[src/rtl/if_fetch_stage_if.sv]
// Instruction memory request/acknowledge bus between the fetch stage and imem.
// master = fetch stage (issues requests), slave = instruction memory.
interface if_fetch_stage_if;
    logic        imem_req;
    logic [31:0] imem_addr;
    logic        imem_ack;
    logic [31:0] imem_rdata;

    modport master (
        output imem_req,
        output imem_addr,
        input  imem_ack,
        input  imem_rdata
    );

    modport slave (
        input  imem_req,
        input  imem_addr,
        output imem_ack,
        output imem_rdata
    );
endinterface

[src/rtl/if_fetch_stage.sv]
// Instruction fetch stage: imem req/ack handshake, one-entry skid, IF/ID register.
// Define FETCH_WDOG_EN to build in the wait-state watchdog driving imem_err.
module if_fetch_stage #(
    parameter logic [31:0] NOP_INSTR   = 32'h0000_0000,
    parameter int unsigned WDOG_CYCLES = 16
) (
    input  logic             CLK,
    input  logic             Reset_n,
    input  logic [31:0]      PC,
    input  logic [31:0]      PCplus4,
    input  logic             ID_stall,
    input  logic             IF_flush,
    if_fetch_stage_if.master imem,
    output logic             fetch_stall,
    output logic             IFID_valid,
    output logic [31:0]      IFID_Instruction,
    output logic [31:0]      IFID_PCplus4,
    output logic             imem_err
);

    typedef enum logic {
        S_FETCH,
        S_WAIT
    } state_t;

    state_t      state;
    logic        kill;
    logic [31:0] addr_q;
    logic [31:0] pc4_q;

    logic        skid_v;
    logic [31:0] skid_instr;
    logic [31:0] skid_pc4;

    logic        ack_fire;
    logic        drop;
    logic        accept;
    logic        to_skid;
    logic [31:0] resp_pc4;
    logic        wdog_fire;

    // A full skid blocks new requests; an outstanding request is always held.
    assign imem.imem_req  = (state == S_WAIT) || !skid_v;
    assign imem.imem_addr = (state == S_WAIT) ? addr_q : PC;

    assign ack_fire = imem.imem_ack && imem.imem_req;
    assign drop     = ack_fire && (kill || IF_flush);
    assign accept   = ack_fire && !drop;
    assign to_skid  = accept && (ID_stall || skid_v);
    assign resp_pc4 = (state == S_WAIT) ? pc4_q : PCplus4;

    assign fetch_stall = !IF_flush && !(accept && !skid_v);

`ifdef FETCH_WDOG_EN
    localparam int CW = $clog2(WDOG_CYCLES + 1);

    logic [CW-1:0] wdog_cnt;
    logic          err_q;

    assign wdog_fire = (state == S_WAIT) && !imem.imem_ack
                     && (wdog_cnt == CW'(WDOG_CYCLES - 1));
    assign imem_err  = err_q;

    always_ff @(posedge CLK) begin
        if (!Reset_n) begin
            wdog_cnt <= '0;
            err_q    <= 1'b0;
        end else begin
            err_q <= wdog_fire;
            if (state != S_WAIT || imem.imem_ack || wdog_fire)
                wdog_cnt <= '0;
            else
                wdog_cnt <= wdog_cnt + 1'b1;
        end
    end
`else
    assign wdog_fire = 1'b0;
    // Watchdog compiled out; the limit has no effect in this build.
    assign imem_err  = 1'b0 & (WDOG_CYCLES == 0);
`endif

    always_ff @(posedge CLK) begin
        if (!Reset_n) begin
            state  <= S_FETCH;
            kill   <= 1'b0;
            addr_q <= '0;
            pc4_q  <= '0;
        end else begin
            unique case (state)
                S_FETCH: begin
                    if (imem.imem_req && !imem.imem_ack) begin
                        addr_q <= PC;
                        pc4_q  <= PCplus4;
                        state  <= S_WAIT;
                        // Redirect during issue: the word coming back is stale.
                        kill   <= kill || IF_flush;
                    end else if (ack_fire) begin
                        kill <= 1'b0;
                    end
                end
                S_WAIT: begin
                    if (wdog_fire) begin
                        state <= S_FETCH;
                        kill  <= 1'b1;
                    end else if (imem.imem_ack) begin
                        state <= S_FETCH;
                        kill  <= 1'b0;
                    end else if (IF_flush) begin
                        kill <= 1'b1;
                    end
                end
            endcase
        end
    end

    always_ff @(posedge CLK) begin
        if (!Reset_n) begin
            skid_v           <= 1'b0;
            skid_instr       <= NOP_INSTR;
            skid_pc4         <= '0;
            IFID_valid       <= 1'b0;
            IFID_Instruction <= NOP_INSTR;
            IFID_PCplus4     <= '0;
        end else if (IF_flush) begin
            skid_v           <= 1'b0;
            IFID_valid       <= 1'b0;
            IFID_Instruction <= NOP_INSTR;
        end else if (ID_stall) begin
            if (to_skid) begin
                skid_v     <= 1'b1;
                skid_instr <= imem.imem_rdata;
                skid_pc4   <= resp_pc4;
            end
        end else if (skid_v) begin
            skid_v           <= 1'b0;
            IFID_valid       <= 1'b1;
            IFID_Instruction <= skid_instr;
            IFID_PCplus4     <= skid_pc4;
        end else if (accept) begin
            IFID_valid       <= 1'b1;
            IFID_Instruction <= imem.imem_rdata;
            IFID_PCplus4     <= resp_pc4;
        end else begin
            IFID_valid       <= 1'b0;
            IFID_Instruction <= NOP_INSTR;
        end
    end

endmodule

[src/flat_wrapper.sv]
// flat-port wrapper written by rule: the top's interface ports become plain ports
module if_fetch_stage_flat 
#(
    parameter logic [31:0] NOP_INSTR   = 32'h0000_0000,
    parameter int unsigned WDOG_CYCLES = 16
)
  (CLK, Reset_n, PC, PCplus4, ID_stall, IF_flush, fetch_stall, IFID_valid, IFID_Instruction, IFID_PCplus4, imem_err, imem_imem_req, imem_imem_addr, imem_imem_ack, imem_imem_rdata);
  if_fetch_stage_if imem_i ();
  input  logic CLK;
  input  logic Reset_n;
  input  logic [31:0] PC;
  input  logic [31:0] PCplus4;
  input  logic ID_stall;
  input  logic IF_flush;
  output logic fetch_stall;
  output logic IFID_valid;
  output logic [31:0] IFID_Instruction;
  output logic [31:0] IFID_PCplus4;
  output logic imem_err;
  output wire logic [$bits(imem_i.imem_req)-1:0] imem_imem_req;
  output wire logic [$bits(imem_i.imem_addr)-1:0] imem_imem_addr;
  input wire logic [$bits(imem_i.imem_ack)-1:0] imem_imem_ack;
  input wire logic [$bits(imem_i.imem_rdata)-1:0] imem_imem_rdata;
  assign imem_imem_req = imem_i.imem_req;
  assign imem_imem_addr = imem_i.imem_addr;
  assign imem_i.imem_ack = imem_imem_ack;
  assign imem_i.imem_rdata = imem_imem_rdata;
  if_fetch_stage #(.NOP_INSTR(NOP_INSTR), .WDOG_CYCLES(WDOG_CYCLES)) u_core (.CLK(CLK), .Reset_n(Reset_n), .PC(PC), .PCplus4(PCplus4), .ID_stall(ID_stall), .IF_flush(IF_flush), .imem(imem_i), .fetch_stall(fetch_stall), .IFID_valid(IFID_valid), .IFID_Instruction(IFID_Instruction), .IFID_PCplus4(IFID_PCplus4), .imem_err(imem_err));
endmodule
[config.mk]
export PLATFORM = sky130hd
export DESIGN_NAME = if_fetch_stage_flat
export DESIGN_NICKNAME = d
export VERILOG_FILES = /design/src/rtl/if_fetch_stage_if.sv /design/src/rtl/if_fetch_stage.sv /design/src/flat_wrapper.sv
export SDC_FILE = /design/constraint.sdc
export NUM_CORES = 1
export LEC_CHECK = 0
export CAP_MARGIN = 20
export CORE_MARGIN = 5
export CORE_UTILIZATION = 57
export DETAILED_ROUTE_END_ITERATION = 7
export DONT_BUFFER_PORTS = 1
export HOLD_SLACK_MARGIN = 0.06
export PLACE_DENSITY = 0.85
export SLEW_MARGIN = 10
export SYNTH_ARGS = -nofsm -noshare
export SYNTH_HDL_FRONTEND = slang
export SYNTH_SLANG_ARGS = --single-unit
export TNS_END_PERCENT = 50
[constraint.sdc]
create_clock -name CLK -period 1.8 [get_ports CLK]
set_clock_uncertainty 0.15 [all_clocks]
set_input_delay 0.45 -clock CLK [delete_from_list [all_inputs] [get_ports CLK]]
set_output_delay 0.45 -clock CLK [all_outputs]
set_load 0.05 [all_outputs]
==> impl_metrics.py, run 1 <==
metrics = {
    "run_status": {
        "status": "finished with violations",
        "violations": "setup timing",
    },
    "clocking": {
        "clk_pin_slew_ns": 0.07,
        "cts_buffers": 17,
        "htreeDepth": 4,
        "clk-insertion-delay-late_ns": 0.44,
        "tritoncts": "built",
        "clockBufferDepth": 2,
        "cts_sinks": 196,
        "root_buffer": "clkbuf_16",
    },
    "sta": {
        "clock.fmax_mhz": 479,
        "final.setup.tns_ns": -9.06,
        "slew_headroom_pct": 43.5,
        "hold_viol": 0,
        "fin_crit_sh_pct": 116,
        "period_minus_slack_ns": 2.09,
        "drv_slew": 0,
        "setup_ws_ns": -0.287,
        "tightestPinTransition_ns": 0.845,
        "setup_viol": 35,
        "rsz0062_at_grt": "true",
        "whs_ns": 0.0767,
    },
    "floorplan": {
        "die_area_um2": 17600,
        "coreArea_um2": 14600,
        "io_pins": 201,
        "die_h_um": 133,
        "dieWidth_um": 133,
        "start_util_pct": 58.4,
        "rows": 44,
    },
    "setup_path": {
        "cp.required_ns": 1.20,
        "critical-path-slowest-cell": "mux2_4",
        "critPathArrivalTime_ns": 1.49,
        "crit_fanout": 7,
        "crit_path_start_kind": "flip-flop",
        "endpoint_kind": "primary output",
        "r2r-start": "u_core.kill",
        "r2r-end": "u_core.skid_instr[18]",
        "critPathKind": "reg2out",
        "reg2reg_depth": 4,
        "crit_chain": "buf_6 -> buf_12 -> mux2_4",
        "critPathMaxStageDelay_ns": 0.38,
        "r2r_slack_ns": 0,
    },
    "drt": {
        "wl_per_cell_um": 22.9,
        "drc_errors": 0,
        "wirelength_um": 28100,
        "drtIter0Drc": 855,
        "antenna_left": 0,
        "dr.pass1.iters": 5,
        "viasPerCell": 6.70,
        "dr_total_vias": 8225,
    },
    "cells_and_area": {
        "area_growth_pct": 26.4,
        "nets": 1131,
        "final_cell_mix": "dfxtp_1, nand2_1, a21oi_1, dlygate4sd3_1, nor3_1",
        "antenna_cells": 0,
        "layout.cells.non_filler": 1227,
        "drive_gt1_share_pct": 16.8,
        "final_common_cell": "dfxtp_1",
    },
    "logic_synthesis": {
        "syn_area_per_cell_um2": 8.82,
        "synth_edf_count": 0,
        "synth_cell_types": 31,
        "synth_seq_cells": 196,
        "synth-async-reset-ratio_pct": 0,
        "synth_fp_nets": 1071,
        "synth_ff_type": "dfxtp_1",
        "ys_warn_count": 0,
        "yosysSeqAreaShare_pct": 45.9,
        "syn_area_um2": 8560,
        "synth_cells": 970,
    },
    "power_and_ir_drop": {
        "switching_share_pct": 29.1,
        "ir_drop_mv": 0.600,
        "p_int_mw": 7.28,
        "powerDensity_nw_per_um2": 950,
        "p_comb_share_pct": 15.7,
        "p_clk_share_pct": 37.2,
        "switching_power_mw": 2.99,
        "p_leak_nw": 3.77,
        "p_seq_share_pct": 47.1,
    },
    "global_routing": {
        "grt_pass1_wl_um": 43400,
        "antenna_found_initial": 0,
        "track_usage_pct": 29.8,
        "gr-total-overflow": 0,
        "grt_max_degree": 69,
        "grt_pass1_vias": 7954,
    },
    "placed_design": {
        "hpwl_um": 14600,
        "placed_cells": 1084,
        "io_buffers": 0,
        "gp_congestion": 0.791,
    },
    "hold_path": {
        "hold_start": "IF_flush",
        "min_path_type": "in2reg",
        "min_path_cells": 2,
        "holdPathEnd": "u_core.kill",
    },
    "flow_run": {
        "cap_violations": 0,
    },
}
final cells by class:
cell class,instances,area (µm²)
Clock buffer,20,437
Timing Repair Buffer,149,1670
Fill cell,985,3830
Inverter,35,138
Tap cell,184,230
Multi-Input combinational cell,631,4260
Clock inverter,12,148
Sequential cell,196,3930
routing by layer:
metal	track usage, %	vias to the layer above	part of all wire [%]
li1	-	3665	-
met5	0	-	0
met2	50.2	561	49
met3	7.86	82	9.9
met1	36.6	3917	38
met4	11.5	0	3.0
power by group through the flow:
stage / combinational (mW) / clock (mW) / sequential [mW]
after CTS: 1.53 / 3.85 / 4.83
after floorplan: 1.09 / 0 / 4.89
after global routing: 1.71 / 4.03 / 4.85
after global placement: 1.27 / 0 / 4.93
final: 1.62 / 3.82 / 4.84
after detailed placement: 1.30 / 0 / 4.94
through the flow:
step / utilization [%] / cell area, µm² / total power [mW] / setup slack (ns)
after global routing: 73.8 / 10800 / 10.6 / -0.319
after global placement: 61.3 / 8970 / 6.19 / -0.0733
after floorplan: - / 8730 / 5.98 / -0.0101
after detailed placement: 61.3 / 8970 / 6.23 / -0.114
after CTS: 72.7 / 10600 / 10.2 / -0.291
final: 73.8 / 10800 / 10.3 / -0.287
flip-flops by register name, indices dropped and copies added, names as in the netlist:
name / flops
u_core.IFID_Instruction: 32
u_core.IFID_PCplus4: 32
u_core.IFID_valid: 1
u_core.addr_q: 32
u_core.kill: 1
u_core.pc4_q: 32
u_core.skid_instr: 32
u_core.skid_pc4: 32
u_core.skid_v: 1
u_core.state: 1
cells by family after synthesis:
family / synth area share (%)
flops: 45.9
mux: 12.0
simple gates: 16.7
other cells: 0.0438
buf+inv: 7.52
compound gates: 17.9
timing repair:
action                                 4_1_cts  5_1_grt
hold buffers                                98        0
setup endpoints to repair                   38       88
endpoints found under the hold margin       98        0
gates cloned                                 1        2
pin swaps                                    1        3
gates resized for setup                      6       21
buffers inserted                             6        5
cell usage after synthesis, drive strengths merged (3+ instances only):
master    n  area share (%)
clkbuf   57             2.5
mux2i    32             3.7
a221oi   32             3.3
o31ai    32             2.8
a21oi    97             5.7
a31oi    32             2.3
inv      35             1.5
nand4    32             2.3
buf      52             3.5
nor2     36             1.6
dfxtp   196              46
a211oi    3            0.26
mux2     63             8.3
nand2   129             5.7
nor4     31             2.3
nor3     67             4.0
o32ai    32             3.3
worst max path at each step:
stage | from | cells past startpoint | slack, ns | end
floorplan | IF_flush | 6 | -0.01 | u_core.skid_pc4[30]
detailed placement | imem_imem_ack | 3 | -0.11 | u_core.IFID_PCplus4[18]
finish | u_core.state | 3 | -0.29 | imem_imem_addr[30]
global route | u_core.state | 3 | -0.32 | imem_imem_addr[30]
CTS | u_core.state | 3 | -0.29 | imem_imem_addr[30]
global placement | imem_imem_ack | 3 | -0.07 | u_core.IFID_PCplus4[11]
worst max-delay path, delay by kind of cell, from the launching register on:
kind,cells,cell delay [ns]
multiplexers,1,0.38
flip-flops,1,0.37
buffers and inverters,2,0.30
(Power assumes the default switching activity.)
==> run 2: changes to the inputs <==
Settings changed: CORE_ASPECT_RATIO from default to 1.5, CORE_MARGIN 5 to default.
==> run 2 against run 1 <==
Against the previous run:
- the flow still finishes with violations (setup timing)
- setup slack worse by 0.029 ns
- power is 1.5% higher
- highest routed layer unchanged
- wire length is 3.7% higher
- cell area is 2.2% higher
- largest cell class unchanged
- count of clock-buffer cells in the layout is 2 lower
- largest power group unchanged
==> impl_metrics.py, run 2 (synthesis results as in run 1) <==
metrics = {
    "sta": {
        "setup_ws_ns": -0.316,
        "fin_crit_sh_pct": 118,
        "rsz0062_at_grt": "true",
        "slew_headroom_pct": 60.4,
        "drv_slew": 0,
        "clock.fmax_mhz": 472,
        "tightestPinTransition_ns": 0.594,
        "setup_viol": 42,
        "hold_viol": 0,
        "period_minus_slack_ns": 2.12,
    },
    "hold_path": {
        "min_path_type": "in2reg",
    },
    "setup_path": {
        "critPathKind": "reg2out",
        "critical_path.n_buffers_inverters": 4,
        "critical-path-slowest-cell": "dfxtp_4",
        "cp.required_ns": 1.20,
        "critPathMaxStageDelay_ns": 0.37,
        "critPathArrivalTime_ns": 1.52,
        "cp_top_family": "buffers and inverters",
        "path_common_cell": "buf_12",
        "crit_path_start_kind": "flip-flop",
        "crit_fanout": 6,
        "crit_chain": "buf_12 -> buf_6 -> nor2b_4 -> clkinv_4 -> buf_12",
        "endpoint_kind": "primary output",
    },
    "placed_design": {
        "io_buffers": 0,
        "placed_cells": 1095,
        "hpwl_um": 14100,
        "dp_slack_ns": -0.0513,
        "gp_congestion": 0.773,
    },
    "global_routing": {
        "grt_max_degree": 69,
        "grt_pass1_vias": 8374,
        "track_usage_pct": 34.8,
        "antenna_found_initial": 0,
        "gr-total-overflow": 0,
        "grt_pass1_wl_um": 42300,
    },
    "clocking": {
        "cts_sinks": 196,
        "clk_pin_slew_ns": 0.08,
        "cts_buffers": 17,
        "clockBufferDepth": 2,
        "clk-insertion-delay-late_ns": 0.43,
        "htreeDepth": 4,
        "tritoncts": "built",
        "root_buffer": "clkbuf_16",
    },
    "power_and_ir_drop": {
        "powerDensity_nw_per_um2": 944,
        "p_leak_nw": 3.89,
        "ir_drop_mv": 0.636,
    },
    "floorplan": {
        "coreArea_um2": 14600,
        "io_pins": 201,
        "die_area_um2": 15500,
        "start_util_pct": 58.6,
        "die_h_um": 152,
        "rows": 54,
        "dieWidth_um": 102,
    },
    "cells_and_area": {
        "area_growth_pct": 29.1,
        "fillers": 861,
        "nets": 1141,
        "final_cell_mix": "dfxtp_1, nand2_1, dlygate4sd3_1, a21oi_1, nor3_1",
        "layout.cells.non_filler": 1249,
        "antenna_cells": 0,
        "drive_gt1_share_pct": 17.9,
        "final_common_cell": "dfxtp_1",
    },
    "drt": {
        "dr_wl_met2_um": 15200,
        "dr_total_vias": 8506,
        "routed.top_layer": "met4",
        "antenna_left": 0,
        "wl_per_cell_um": 23.3,
        "viasPerCell": 6.81,
        "drtIter0Drc": 720,
        "drc_errors": 0,
        "wirelength_um": 29200,
        "wl_met3_um": 2380,
        "dr.pass1.iters": 5,
        "met1Wirelength_um": 9960,
    },
    "run_status": {
        "violations": "setup timing",
        "status": "finished with violations",
    },
    "flow_run": {
        "cap_violations": 0,
    },
}
[run 2: cell types whose count changed in the layout (fill, tap and decap cells not counted), moves of 3 or more]
cell and change:
a31oi_1 -3, clkbuf_16 +5, mux2_4 +3, mux2_2 -3
buf_6 +3, clkbuf_1 -3
[run 2: path summary, 6_finish.rpt]
| kind | startpoint | endpoint | slack [ns] | depth (start not counted) |
|---|---|---|---|---|
| setup reg to reg | u_core.state | u_core.skid_pc4[11] | -0.10 | 8 |
| hold / removal | IF_flush | u_core.kill | 0.07 | 2 |
| setup / recovery | u_core.state | imem_imem_req | -0.32 | 5 |
| hold reg to reg | u_core.pc4_q[23] | u_core.pc4_q[23] | 0.31 | 2 |
[run 2: worst reg2reg max path: stages (launching register included)]
cell      delay [ns]
dfxtp_4         0.37
buf_12          0.15
buf_6           0.13
nor2b_4         0.17
clkinv_4        0.10
buf_4           0.15
buf_12          0.16
a31oi_1         0.31
nor3_1          0.10
[run 2: power by group]
group          switching, mW  internal, mW  total (mW)
registers              0.307          4.53        4.84
clock network           1.87          2.03        3.90
logic                  0.980         0.714        1.69
total                   3.16          7.27        10.4
[run 2: cell type report]
class / count / area, µm² / share of cell area (%)
multi-input cells: 630 / 4280 / 38.7
well taps: 196 / 245 / 2.22
repair buffers: 160 / 1850 / 16.7
flip-flops and latches: 196 / 3930 / 35.6
inverters: 35 / 140 / 1.27
clock buffers: 18 / 439 / 3.98
clock inverters: 14 / 164 / 1.48
[run 2: repair_timing]
| item | in CTS | in global routing |
|---|---|---|
| buffers inserted | 7 | 11 |
| pin swaps | 1 | 6 |
| hold endpoints to repair | 98 | 0 |
| resized for setup | 5 | 34 |
| hold buffers | 98 | 0 |
| setup endpoints to repair | 35 | 134 |
| gates cloned | 1 | 5 |
[run 2: routing by layer]
metal	track usage [%]	vias to the layer above
li1	-	3680
met5	0	-
met1	37.9	4086
met3	9.29	145
met4	22.7	0
met2	58.0	595
[run 2: stage by stage]
step           total power, mW  setup TNS (ns)  hold slack, ns  instance area [µm²]  utilization, %
3_5_place_dp              6.22          -0.226           0.296                 8960            61.4
6_report                  10.4           -9.66          0.0703                11000            75.7
5_1_grt                   10.7          -11.36          0.0773                11000            75.7
4_1_cts                   10.2          -11.51          0.0759                10700            73.1
2_1_floorplan             5.98          -0.483           0.283                 8730               -
3_3_place_gp              6.17               0           0.288                 8960            61.4
